<file path="config.mk">
export PLATFORM = sky130hd
export DESIGN_NAME = cordic_form_scheduler
export DESIGN_NICKNAME = d
export VERILOG_FILES = /design/src/rtl/cordic_form_scheduler.sv
export SDC_FILE = /design/constraint.sdc
export NUM_CORES = 1
export LEC_CHECK = 0
export CORE_UTILIZATION = 63
export DETAILED_ROUTE_END_ITERATION = 8
export HOLD_SLACK_MARGIN = 0.15
export PLACE_DENSITY = 0.87
export SLEW_MARGIN = 20
export SYNTH_ARGS = -nofsm -noshare
export SYNTH_HDL_FRONTEND = slang
export SYNTH_SLANG_ARGS = --single-unit
</file>
<file path="constraint.sdc">
create_clock -name clk -period 5.85 [get_ports clk]
set_input_delay 0.8775 -clock clk [delete_from_list [all_inputs] [get_ports clk]]
set_output_delay 0.8775 -clock clk [all_outputs]
set_load 0.02 [all_outputs]
</file>
<file path="src/rtl/cordic_form_scheduler.sv">
// Form-descriptor scheduler for the CORDIC pipeline: issues one token per
// descriptor slot for every accepted pixel and rotates form angles per frame.
module cordic_form_scheduler #(
    parameter int NUM_FORMS = 4,
    parameter int IDX_W     = 2
) (
    input  logic             clk,
    input  logic             reset,
    input  logic             cfg_we,
    input  logic [IDX_W-1:0] cfg_idx,
    input  logic             cfg_enable,
    input  logic             cfg_form,
    input  logic [8:0]       cfg_color,
    input  logic [8:0]       cfg_ref_x,
    input  logic [8:0]       cfg_ref_y,
    input  logic [6:0]       cfg_size,
    input  logic [8:0]       cfg_angle,
    input  logic [3:0]       cfg_rot_step,
    input  logic             frame_tick,
    input  logic             pix_valid,
    output logic             pix_ready,
    input  logic [9:0]       pix_x,
    input  logic [9:0]       pix_y,
    output logic             nst1_bubble,
    output logic [8:0]       nst1_color,
    output logic [9:0]       nst1_pixel_x,
    output logic [9:0]       nst1_pixel_y,
    output logic [8:0]       nst1_ref_point_x,
    output logic [8:0]       nst1_ref_point_y,
    output logic             nst1_form,
    output logic [6:0]       size,
    output logic [8:0]       nst1_angle,
    output logic             nst1_last,
    output logic [IDX_W-1:0] nst1_slot
);

    typedef enum logic [1:0] {
        IDLE  = 2'd0,
        ISSUE = 2'd1,
        ROT   = 2'd2
    } state_t;

    localparam logic [IDX_W-1:0] LAST_SLOT = IDX_W'(NUM_FORMS - 1);

    state_t           state;
    logic [IDX_W-1:0] slot;
    logic             rot_pending;
    logic [9:0]       cur_x;
    logic [9:0]       cur_y;
    logic             accept;

    logic             tbl_en    [NUM_FORMS];
    logic             tbl_form  [NUM_FORMS];
    logic [8:0]       tbl_color [NUM_FORMS];
    logic [8:0]       tbl_ref_x [NUM_FORMS];
    logic [8:0]       tbl_ref_y [NUM_FORMS];
    logic [6:0]       tbl_size  [NUM_FORMS];
    logic [8:0]       tbl_angle [NUM_FORMS];
    logic [3:0]       tbl_step  [NUM_FORMS];

    // Angle plus signed step, wrapped back into -180..179.
    function automatic logic [8:0] rotate(input logic [8:0] a, input logic [3:0] s);
        logic signed [9:0] t;
        t = $signed({a[8], a}) + $signed({{6{s[3]}}, s});
        if (t > 10'sd179)
            t = t - 10'sd360;
        else if (t < -10'sd180)
            t = t + 10'sd360;
        return t[8:0];
    endfunction

    assign pix_ready = !rot_pending &&
                       ((state == IDLE) || ((state == ISSUE) && (slot == LAST_SLOT)));
    assign accept    = pix_valid && pix_ready;

    // A config write to a slot overrides that slot's rotation in the ROT cycle.
    always_ff @(posedge clk or negedge reset) begin
        if (!reset) begin
            for (int unsigned i = 0; i < NUM_FORMS; i++) begin
                tbl_en[i]    <= 1'b0;
                tbl_form[i]  <= 1'b0;
                tbl_color[i] <= '0;
                tbl_ref_x[i] <= '0;
                tbl_ref_y[i] <= '0;
                tbl_size[i]  <= '0;
                tbl_angle[i] <= '0;
                tbl_step[i]  <= '0;
            end
        end else begin
            for (int unsigned i = 0; i < NUM_FORMS; i++) begin
                if (cfg_we && (cfg_idx == IDX_W'(i))) begin
                    tbl_en[i]    <= cfg_enable;
                    tbl_form[i]  <= cfg_form;
                    tbl_color[i] <= cfg_color;
                    tbl_ref_x[i] <= cfg_ref_x;
                    tbl_ref_y[i] <= cfg_ref_y;
                    tbl_size[i]  <= cfg_size;
                    tbl_angle[i] <= cfg_angle;
                    tbl_step[i]  <= cfg_rot_step;
                end else if ((state == ROT) && tbl_en[i]) begin
                    tbl_angle[i] <= rotate(tbl_angle[i], tbl_step[i]);
                end
            end
        end
    end

    always_ff @(posedge clk or negedge reset) begin
        if (!reset) begin
            state            <= IDLE;
            slot             <= '0;
            rot_pending      <= 1'b0;
            cur_x            <= '0;
            cur_y            <= '0;
            nst1_bubble      <= 1'b1;
            nst1_color       <= '0;
            nst1_pixel_x     <= '0;
            nst1_pixel_y     <= '0;
            nst1_ref_point_x <= '0;
            nst1_ref_point_y <= '0;
            nst1_form        <= 1'b0;
            size             <= '0;
            nst1_angle       <= '0;
            nst1_last        <= 1'b0;
            nst1_slot        <= '0;
        end else begin
            // The ROT cycle consumes the pending request; a tick in that same
            // cycle re-arms it for another rotation.
            if (state == ROT)
                rot_pending <= frame_tick;
            else if (frame_tick)
                rot_pending <= 1'b1;

            unique case (state)
                IDLE: begin
                    nst1_bubble <= 1'b1;
                    nst1_last   <= 1'b0;
                    if (rot_pending) begin
                        state <= ROT;
                    end else if (pix_valid) begin
                        state <= ISSUE;
                        slot  <= '0;
                        cur_x <= pix_x;
                        cur_y <= pix_y;
                    end
                end
                ISSUE: begin
                    nst1_bubble      <= !tbl_en[slot];
                    nst1_color       <= tbl_color[slot];
                    nst1_pixel_x     <= cur_x;
                    nst1_pixel_y     <= cur_y;
                    nst1_ref_point_x <= tbl_ref_x[slot];
                    nst1_ref_point_y <= tbl_ref_y[slot];
                    nst1_form        <= tbl_form[slot];
                    size             <= tbl_size[slot];
                    nst1_angle       <= tbl_angle[slot];
                    nst1_last        <= (slot == LAST_SLOT);
                    nst1_slot        <= slot;
                    if (slot == LAST_SLOT) begin
                        if (accept) begin
                            slot  <= '0;
                            cur_x <= pix_x;
                            cur_y <= pix_y;
                        end else begin
                            state <= IDLE;
                        end
                    end else begin
                        slot <= slot + 1'b1;
                    end
                end
                ROT: begin
                    nst1_bubble <= 1'b1;
                    nst1_last   <= 1'b0;
                    state       <= IDLE;
                end
                default: begin
                    state <= IDLE;
                end
            endcase
        end
    end

endmodule

</file>
==> results of run 1 <==
power by group through the flow:
| stage | registers (mW) | clock network (mW) | logic [mW] |
|---|---|---|---|
| floorplan | 3.22 | 0 | 3.91 |
| CTS | 3.18 | 1.97 | 5.54 |
| global route | 3.26 | 2.04 | 6.01 |
| detailed placement | 3.18 | 0 | 5.44 |
| finish | 3.19 | 1.96 | 5.58 |
| global placement | 3.13 | 0 | 5.29 |
registers in the layout, summed over array words and instances (netlist names), 9 cells and up:
register	count
tbl_angle	36
tbl_color	36
tbl_ref_x	36
tbl_ref_y	36
tbl_size	28
tbl_step	16
cur_x	10
cur_y	10
nst1_pixel_x	10
nst1_pixel_y	10
nst1_angle	9
nst1_color	9
nst1_ref_point_x	9
nst1_ref_point_y	9
critical path, stage by stage, from the launching register on:
cell	delay, ns
dfrtp_4	1.08
ha_1	0.37
nor2b_1	0.10
nor3_1	0.24
clkdlybuf4s50_1	0.70
worst max path at each step:
stage                           endpoint  cells after the start  slack, ns
5_1_grt                        pix_ready                      4       1.70
6_report                       pix_ready                      4       1.91
4_1_cts                        pix_ready                      4       1.85
2_1_floorplan  tbl_angle[21]$_DFFE_PN0P_                     11       2.93
3_3_place_gp                   pix_ready                      4       2.64
3_5_place_dp                   pix_ready                      4       2.52
logic make-up after synthesis:
kind of cell               Yosys count  share of synthesized area, %
buffers and inverters               90                          2.43
xor gates and xnor gates            34                          2.12
muxes                              189                          17.1
and+or+nand+nor                    563                          15.4
DFF                                289                          47.4
adders and majority gates           57                          4.87
AOI/OAI and AO/OA                  218                          10.6
cells in the mapped netlist, types with 4 or more instances:
cell type and n:
a21o_1 16, xor2_1 11, a22oi_1 10, buf_2 9
mux4_2 45, a31oi_1 11, a211oi_2 4, nor2b_1 8
clkbuf_1 45, o21ai_1 20, nand2b_1 5, xnor2_1 21
o21a_1 11, dfrtp_1 288, a21oi_1 40, a211oi_1 6
o21bai_1 4, buf_1 13, nor3_1 15, fa_1 4
o22ai_1 9, nand2_1 428, nor4_1 5, or2_2 7
nor2_1 40, and2_1 11, inv_1 18, o21ai_0 29
or3_1 7, nand3_1 10, mux2_2 126, a21oi_2 4
ha_1 53, and3_1 5, mux2i_1 18
layout make-up:
type                            count  area [sq um]  area share [%]
Multi-Input combinational cell   1061          7700            42.8
Clock buffer                       41           861            4.78
Tap cell                          319           399            2.22
Inverter                           20          75.1           0.417
Sequential cell                   289          7240            40.2
Clock inverter                     12           159           0.883
Timing Repair Buffer              156          1560            8.68
per-layer routing:
| layer | up-vias | GRT usage, % | share of wire (%) |
|---|---|---|---|
| met5 | - | 0 | 0 |
| met4 | 0 | 14.8 | 4.0 |
| li1 | 5278 | - | - |
| met2 | 661 | 55.4 | 50 |
| met3 | 140 | 5.12 | 8.2 |
| met1 | 5952 | 40.8 | 38 |
==> metrics.txt, run 1 <==
Gate power share=52.0%; crit start category=flop; WS Path Type=flop to primary output; Area growth, synth to finish=17.9%; Boundary Pins=145; routed wire length=39800 microns; wire per inst=20.9 microns; ys async rst share=100%; CTS Sinks=289; most frequent cells in the layout=nand2_1, dfrtp_1, clkdlybuf4s50_1; final setup fails=0; Overflow after GRT=0; Slew Limit Fails=0; pre-CTS WS=2.52 ns; cts-stage hold buffer count=0; critical path required time=4.97 ns; Buffers on Ports=144; HP Class=input port to asynchronous set/reset pin; PwrDens=596 nW/um^2; r2r setup slk=2.52 ns; pin count of the biggest net entering global routing=138; setup tns final=0 ns; Final Cell Area=18000 sq um; Syn Inst Count=1440; Mean Syn Cell Area=10.6 sq um; GPL Wtd Cong=0.887; unrepaired setup endpoints after global routing=false; Top FF cell, synth=dfrtp_1; Clk pwr share=18.3%; worst slew pin tran=0.999 ns; R2R Path End=tbl_angle[13]$_DFFE_PN0P_; post-DP HPWL=24900 microns; core box area=23600 sq um; gr usage total=32.5%; layout cell share with drive strength beyond 1=18.2%; most area-consuming cells after synthesis=dfrtp_1, nand2_1, mux2_2; standard-cell rows=56; Psw=4.34 mW; leading area contributor after synthesis=dfrtp_1; Initial Utilization=64.6%; Synth top area share=47.2%; switch share=40.4%; clock skew=0.0102 ns; filler-free cell count of the finished design=1898; # placed instances=1844; die area=24900 sq um; worst-skew pair later-pin latency=0.56 ns; Rel. slew slack=33.4%; syn_nets=1573; first-pass GRT wire length=62000 microns; WHS=0.312 ns; Clk pin slew, worst setup/hold paths=0.06 ns; via density per instance=6.34; via count=12031; remaining antenna violation count=0; DRT Pass-1 Iters=6; post-layout util=76.2%; Lkg Pwr=8.23 nW; Final Power=10.7 mW; CTS tree=yes; Setup Fix Bufs, Post-CTS=0; Placed Area=17000 sq um; critical path endpoint category=primary output; critical path arrival=3.06 ns; drt initial violations=962; post-synthesis cell area=15300 sq um; Final Critical Period=3.94 ns; distinct cell type count after synthesis=90; crit-path max FO=49; Final WS setup=1.91 ns; Fill cells=1455; htree depth=1; crit path from=slot[0]$_DFFE_PN0P_; clk buf depth=3; Yosys warning count=0; worst r2r src=tbl_step[7]$_DFFE_PN0P_; Post-synth EDFFs=0; f_max=254 MHz; CTS root buf=clkbuf_16; Die Y=158 microns; CTS buffer count=29; status=finished clean; final worst-path cycle share=67.3%; P_int=6.39 mW; Nets=1690; most common cell after layout, fill and taps aside=nand2_1; Die X-Extent=158 microns; antenna violations before repair=0; #FFs+latches synth=289; count of cells resized by post-cts repair=0; Reg power frac=29.7%; Max IR drop VDD=0.389 mV; Seq/Total Area, Yosys=47.4%; number of diodes=0; vias in the first global route=12053; drc violations=0; max cap viols=0; Hold Violations, Final=0; Reg2Reg Depth=10
(Power assumes the default switching activity.)
==> run 2, diff against run 1 <==
--- a/config.mk
+++ b/config.mk
@@ -5,10 +5,10 @@
 export SDC_FILE = /design/constraint.sdc
 export NUM_CORES = 1
 export LEC_CHECK = 0
-export CORE_UTILIZATION = 63
+export CORE_UTILIZATION = 52
 export DETAILED_ROUTE_END_ITERATION = 8
 export HOLD_SLACK_MARGIN = 0.15
-export PLACE_DENSITY = 0.87
+export PLACE_DENSITY = 0.76
 export SLEW_MARGIN = 20
 export SYNTH_ARGS = -nofsm -noshare
 export SYNTH_HDL_FRONTEND = slang
==> constraint.sdc (replaced) <==
create_clock -name clk -period 3.2 [get_ports clk]
set_input_delay 0.48 -clock clk [delete_from_list [all_inputs] [get_ports clk]]
set_output_delay 0.48 -clock clk [all_outputs]
set_load 0.02 [all_outputs]
==> run 2 against run 1 <==
Net effect:
- worst setup slack got worse by 1.8 ns
- largest cell class unchanged
- sequential share of layout area fell by 1.3 points
- count of clock-buffer cells in the layout rose by 4
- routed wire length fell by 4.2%
- global-route usage fell by 6.5 points
- hold slack improved by 0.16 ns
- critical path type is now flop to flop
- final area rose by 3.2%
- utilization fell by 12 points
- via count fell by 4.6%
==> metrics.txt, run 2 (synthesis gave the netlist of run 1 again) <==
critical path arrival=3.53 ns (was 3.06 ns); Overflow after GRT=0 (unchanged); crit start category=flop (unchanged); r2r setup slk=0.1 ns (was 2.52 ns); WHS=0.469 ns (was 0.312 ns); remaining antenna violation count=0 (unchanged); drt initial violations=743 (was 962); Worst Hold End=tbl_ref_y[13]$_DFFE_PN0P_; Nets=1715 (was 1690); drc violations=0 (unchanged); buffers plus inverters on the worst setup path=0 (was 1); post-DP HPWL=25300 microns (was 24900 microns); number of diodes=0 (unchanged); CP max stage cell=dfrtp_1 (was dfrtp_4); Lkg Pwr=8.48 nW (was 8.23 nW); Fill cells=2159 (was 1455); clk buf depth=3 (unchanged); via density per instance=5.77 (was 6.34); # placed instances=1928 (was 1844); vias in the first global route=11782 (was 12053); critical path required time=3.63 ns (was 4.97 ns); Die Y=173 microns (was 158 microns); Slew Limit Fails=0 (unchanged); status=finished clean (unchanged); crit-path max FO=8 (was 49); DRT Pass-1 Iters=5 (was 6); Initial Utilization=53.0% (was 64.6%); Buffers on Ports=144 (unchanged); standard-cell rows=62 (was 56); Hold Path Depth=2; Rel. slew slack=48.6% (was 33.4%); Final Critical Period=3.10 ns; layout cell share with drive strength beyond 1=20.3% (was 18.2%); Clk pin slew, worst setup/hold paths=0.06 ns (about the same); Worst path max stage delay=0.41 ns (was 1.08 ns); antenna violations before repair=0 (unchanged); gr usage total=26.0% (was 32.5%); f_max=323 MHz; Boundary Pins=145 (unchanged); CTS root buf=clkbuf_16 (unchanged); GPL Wtd Cong=0.890 (was 0.887); via count=11473 (was 12031); CTS Sinks=289 (unchanged); Max IR drop VDD=0.607 mV (was 0.389 mV); most common cell after layout, fill and taps aside=nand2_1 (unchanged); hold_sp=tbl_ref_y[13]$_DFFE_PN0P_; die area=30000 sq um (was 24900 sq um); pin count of the biggest net entering global routing=76 (was 138); final setup fails=0 (unchanged); routed wire length=38100 microns (was 39800 microns); crit path from=tbl_angle[0]$_DFFE_PN0P_ (was slot[0]$_DFFE_PN0P_); worst slew pin tran=0.771 ns (was 0.999 ns); core box area=28800 sq um (was 23600 sq um); CP cell instances=ha_1 -> fa_1 -> a21o_1 -> a31o_1 -> a2111oi_4 -> nor2_4 -> xnor2_4 -> a211o_4 -> and4_1 -> nor3_1 -> o21ai_1 (was ha_1 -> nor2b_1 -> nor3_1 -> clkdlybuf4s50_1); Reg2Reg Depth=11 (was 10); R2R Path End=tbl_angle[8]$_DFFE_PN0P_ (was tbl_angle[13]$_DFFE_PN0P_); CTS tree=yes (unchanged); final worst-path cycle share=96.9%; htree depth=1 (unchanged); clock skew=0.00960 ns (was 0.0102 ns); max cap viols=0 (unchanged); WS Path Type=flop to flop (was flop to primary output); multi-input combinational cell area=7820 sq um (was 7700 sq um); sequential cell area=7240 sq um (unchanged); HP Class=flop to flop (was input port to asynchronous set/reset pin); most frequent cells in the layout=nand2_1, dfrtp_1, clkdlybuf4s50_1 (unchanged); Worst path top cell family by delay=compound AO/OA/AOI/OAI gates (was flip-flops); Die X-Extent=173 microns (was 158 microns); Area growth, synth to finish=21.7% (was 17.9%); worst-skew pair later-pin latency=0.55 ns (was 0.56 ns); first-pass GRT wire length=63100 microns (was 62000 microns); Hold Violations, Final=0 (unchanged); CTS buffer count=30 (was 29); worst r2r src=tbl_angle[0]$_DFFE_PN0P_ (was tbl_step[7]$_DFFE_PN0P_); critical path endpoint category=flop (was primary output); PwrDens=1100 nW/um^2 (was 596 nW/um^2); wire per inst=19.1 microns (was 20.9 microns); filler-free cell count of the finished design=1990 (was 1898); Final Power=20.4 mW (was 10.7 mW)
[run 2: cell types whose count changed in the layout (fill, tap and decap cells not counted), sizes merged]
cell         delta
buf            +23
bufinv          +5
clkbuf          +4
clkinv          -3
clkinvlp        -2
dlygate4sd3     +1
inv             -1
[run 2: layout make-up]
cell class	instances	share of cell area [%]
inverters	20	0.404
clock inverters	11	1.37
clock buffers	45	4.89
flip-flops and latches	289	39.0
multi-input cells	1061	42.1
repair buffers	180	9.66
well taps	384	2.59
[run 2: metal layers]
metal  routed length, microns  up-vias  GRT usage [%]
met1                    16900     5763           36.4
met5                        0        -              0
met4                      961        0           7.12
met2                    18400      318           42.4
li1                         -     5331              -
met3                     1900       61           3.64
[run 2: what timing repair did]
item                       4_1_cts  5_1_grt
hold buffers                     1        0
gates resized for setup          0       20
setup endpoints to repair        0       19
buffers inserted                 0        5
hold endpoints to repair        69        0
[run 2: worst max-delay path by stage]
| stage | to | slack (ns) | depth (start not counted) |
|---|---|---|---|
| after global placement | tbl_angle[5]$_DFFE_PN0P_ | 0.11 | 11 |
| after global routing | tbl_angle[35]$_DFFE_PN0P_ | -0.03 | 12 |
| after floorplan | tbl_angle[21]$_DFFE_PN0P_ | 0.28 | 11 |
| after CTS | tbl_angle[5]$_DFFE_PN0P_ | 0.06 | 11 |
| after detailed placement | tbl_angle[5]$_DFFE_PN0P_ | 0.07 | 11 |
| final | tbl_angle[8]$_DFFE_PN0P_ | 0.1 | 11 |
[run 2: power breakdown]
part           internal, mW  switching (mW)  total, mW
clock network          2.59            1.44       4.04
registers              4.81           0.839       5.64
logic                  5.12            5.63       10.7
total                  12.5            7.91       20.4
[run 2: metrics by stage]
stage          util [%]  setup TNS [ns]  area, sq um  setup WS, ns
2_1_floorplan         -               0        15300         0.276
3_3_place_gp       59.9               0        17200         0.115
3_5_place_dp       59.9               0        17200        0.0740
4_1_cts            64.0               0        18400        0.0585
5_1_grt            64.5         -0.0583        18600       -0.0284
6_report           64.5               0        18600         0.100
[run 2: tightest hold or removal path: cells and delay by family (launching register included)]
family | cells | cell delay [ns]
and+or+nand+nor | 2 | 0.10
DFF | 1 | 0.34
==> run 3, diff against run 2 <==
--- a/config.mk
+++ b/config.mk
@@ -7,8 +7,11 @@
 export LEC_CHECK = 0
 export CORE_UTILIZATION = 52
 export DETAILED_ROUTE_END_ITERATION = 8
+export GPL_ROUTABILITY_DRIVEN = 0
 export HOLD_SLACK_MARGIN = 0.15
 export PLACE_DENSITY = 0.76
+export RECOVER_POWER = 100
+export REMOVE_ABC_BUFFERS = 1
 export SLEW_MARGIN = 20
 export SYNTH_ARGS = -nofsm -noshare
 export SYNTH_HDL_FRONTEND = slang
==> run 3 against run 2 <==
Net effect:
- the flow now finishes with violations (capacitance limit, slew limit)
- power is 4.4% lower
- sequential power hardly changed
- sequential share of layout area grew 0.69 points
- worst setup slack gained 0.0040 ns
- largest cell class unchanged
==> metrics.txt, run 3 (synthesis gave the netlist of run 1 again) <==
status=complete, but fails checks (was finished clean); violated checks=capacitance limit, slew limit; drc violations=0 (unchanged); Buffers on Ports=144 (unchanged); core box area=28800 sq um (unchanged); Lkg Pwr=8.41 nW (was 8.48 nW); pre-CTS WS=0.0796 ns (was 0.0740 ns); number of diodes=0 (unchanged); clock skew=0.0156 ns (was 0.00960 ns); Die Y=173 microns (unchanged); max cap viols=1 (was 0); Area growth, synth to finish=19.5% (was 21.7%); remaining antenna violation count=0 (unchanged); clk buf depth=3 (unchanged); gr usage total=25.0% (was 26.0%); standard-cell rows=62 (unchanged); hold_sp=tbl_size[8]$_DFFE_PN0P_ (was tbl_ref_y[13]$_DFFE_PN0P_); worst slew pin tran=1.94 ns (was 0.771 ns); Final Power=19.5 mW (was 20.4 mW); Final WS setup=0.104 ns (was 0.100 ns); worst r2r src=tbl_angle[18]$_DFFE_PN0P_ (was tbl_angle[0]$_DFFE_PN0P_); Boundary Pins=145 (unchanged); Nets=1719 (was 1715); routed wire length=37400 microns (was 38100 microns); final worst-path cycle share=96.8% (was 96.9%); most frequent cells in the layout=nand2_1, dfrtp_1, mux2_2 (was nand2_1, dfrtp_1, clkdlybuf4s50_1); HP Class=flop to flop (unchanged); htree depth=1 (unchanged); crit start category=flop (unchanged); Clk pin slew, worst setup/hold paths=0.06 ns (about the same); wire per inst=18.8 microns (was 19.1 microns); filler-free cell count of the finished design=1993 (was 1990); final setup fails=0 (unchanged); die area=30000 sq um (unchanged); layout cell share with drive strength beyond 1=19.1% (was 20.3%); Initial Utilization=53.0% (unchanged); post-DP HPWL=25600 microns (was 25300 microns); Rel. slew slack=-29.1% (was 48.6%); post-layout util=63.4% (was 64.5%); Reg2Reg Depth=11 (unchanged); Overflow after GRT=0 (unchanged); vias in the first global route=11542 (was 11782); critical path endpoint category=flop (unchanged); CTS Sinks=289 (unchanged); critical path arrival=3.53 ns (about the same); via density per instance=5.79 (was 5.77); Fill cells=2232 (was 2159); first-pass GRT wire length=60600 microns (was 63100 microns); pin count of the biggest net entering global routing=72 (was 76); unrepaired setup endpoints after global routing=false; r2r setup slk=0.10 ns (was 0.1 ns); CTS tree=yes (unchanged); critical path endpoint=tbl_angle[21]$_DFFE_PN0P_ (was tbl_angle[8]$_DFFE_PN0P_); Hold Violations, Final=0 (unchanged); worst-skew pair later-pin latency=0.55 ns (about the same); Max IR drop VDD=0.433 mV (was 0.607 mV); R2R Path End=tbl_angle[21]$_DFFE_PN0P_ (was tbl_angle[8]$_DFFE_PN0P_); crit path from=tbl_angle[18]$_DFFE_PN0P_ (was tbl_angle[0]$_DFFE_PN0P_); critical path required time=3.63 ns (about the same); f_max=323 MHz (about the same); drt initial violations=955 (was 743); Slew Limit Fails=49 (was 0); via count=11547 (was 11473); most common cell after layout, fill and taps aside=nand2_1 (unchanged); CTS buffer count=30 (unchanged); Final Critical Period=3.10 ns (about the same); setup tns final=0 ns (unchanged); WS Path Type=flop to flop (unchanged); # placed instances=1933 (was 1928); PwrDens=1070 nW/um^2 (was 1100 nW/um^2); DRT Pass-1 Iters=5 (unchanged); Die X-Extent=173 microns (unchanged); crit-path max FO=6 (was 8); antenna violations before repair=0 (unchanged); CTS root buf=clkbuf_16 (unchanged)
==> run 3: per-stage QoR <==
stage,area (sq um),hold WS (ns)
final,18200,0.470
after global routing,18200,0.491
after CTS,18300,0.445
after detailed placement,17300,0.432
after global placement,17300,0.430
after floorplan,15000,0.184
==> run 3: cell type report <==
class / count / area [sq um] / share of cell area, %
clock buffers: 43 / 901 / 4.94
clock inverters: 12 / 115 / 0.631
inverters: 20 / 75.1 / 0.411
multi-input cells: 1062 / 7740 / 42.4
flip-flops and latches: 289 / 7240 / 39.7
well taps: 384 / 480 / 2.63
repair buffers: 183 / 1690 / 9.29
==> run 3: report_power, final <==
group          total, mW  switching (mW)  internal (mW)  leakage [nW]
combinational       10.4            5.52           4.87          4.37
clock               3.53            1.42           2.11         0.504
sequential          5.61           0.809           4.80          3.54
total               19.5            7.75           11.8          8.41
==> run 3: repair_timing <==
| action | 4_1_cts | 5_1_grt |
|---|---|---|
| setup buffers | 0 | 3 |
| hold endpoints to repair | 51 | 0 |
| setup endpoints to repair | 0 | 13 |
| hold buffers | 1 | 0 |
| gates resized for setup | 0 | 12 |
==> run 3: worst max-delay path, stage by stage, from the launching register on <==
cell and delay, ns:
dfrtp_1 0.40, ha_1 0.25, fa_1 0.40, a211o_1 0.34, a2111o_1 0.50, o311ai_4 0.14
o31ai_4 0.14, a21oi_4 0.24, nand2_2 0.07, xnor2_1 0.13, nor3_1 0.06, a221o_1 0.31
==> run 3: layer usage <==
layer  wire length [microns]  up-vias  GRT usage [%]  share of wire (%)
li1                        -     5345              -                  -
met1                   16400     5745           34.4                 44
met2                   17700      377           41.2                 47
met3                    2070       80           3.25                5.5
met4                    1200        0           8.63                3.2
met5                       0        -              0                  0
==> run 3: worst min path at each step <==
stage / cells after the start / to
3_3_place_gp: 1 / tbl_ref_x[35]$_DFFE_PN0P_
3_5_place_dp: 1 / nst1_color[4]$_DFFE_PN0P_
2_1_floorplan: 0 / cur_x[0]$_DFFE_PN0P_
5_1_grt: 2 / tbl_ref_y[17]$_DFFE_PN0P_
6_report: 2 / tbl_size[8]$_DFFE_PN0P_
4_1_cts: 2 / nst1_color[4]$_DFFE_PN0P_
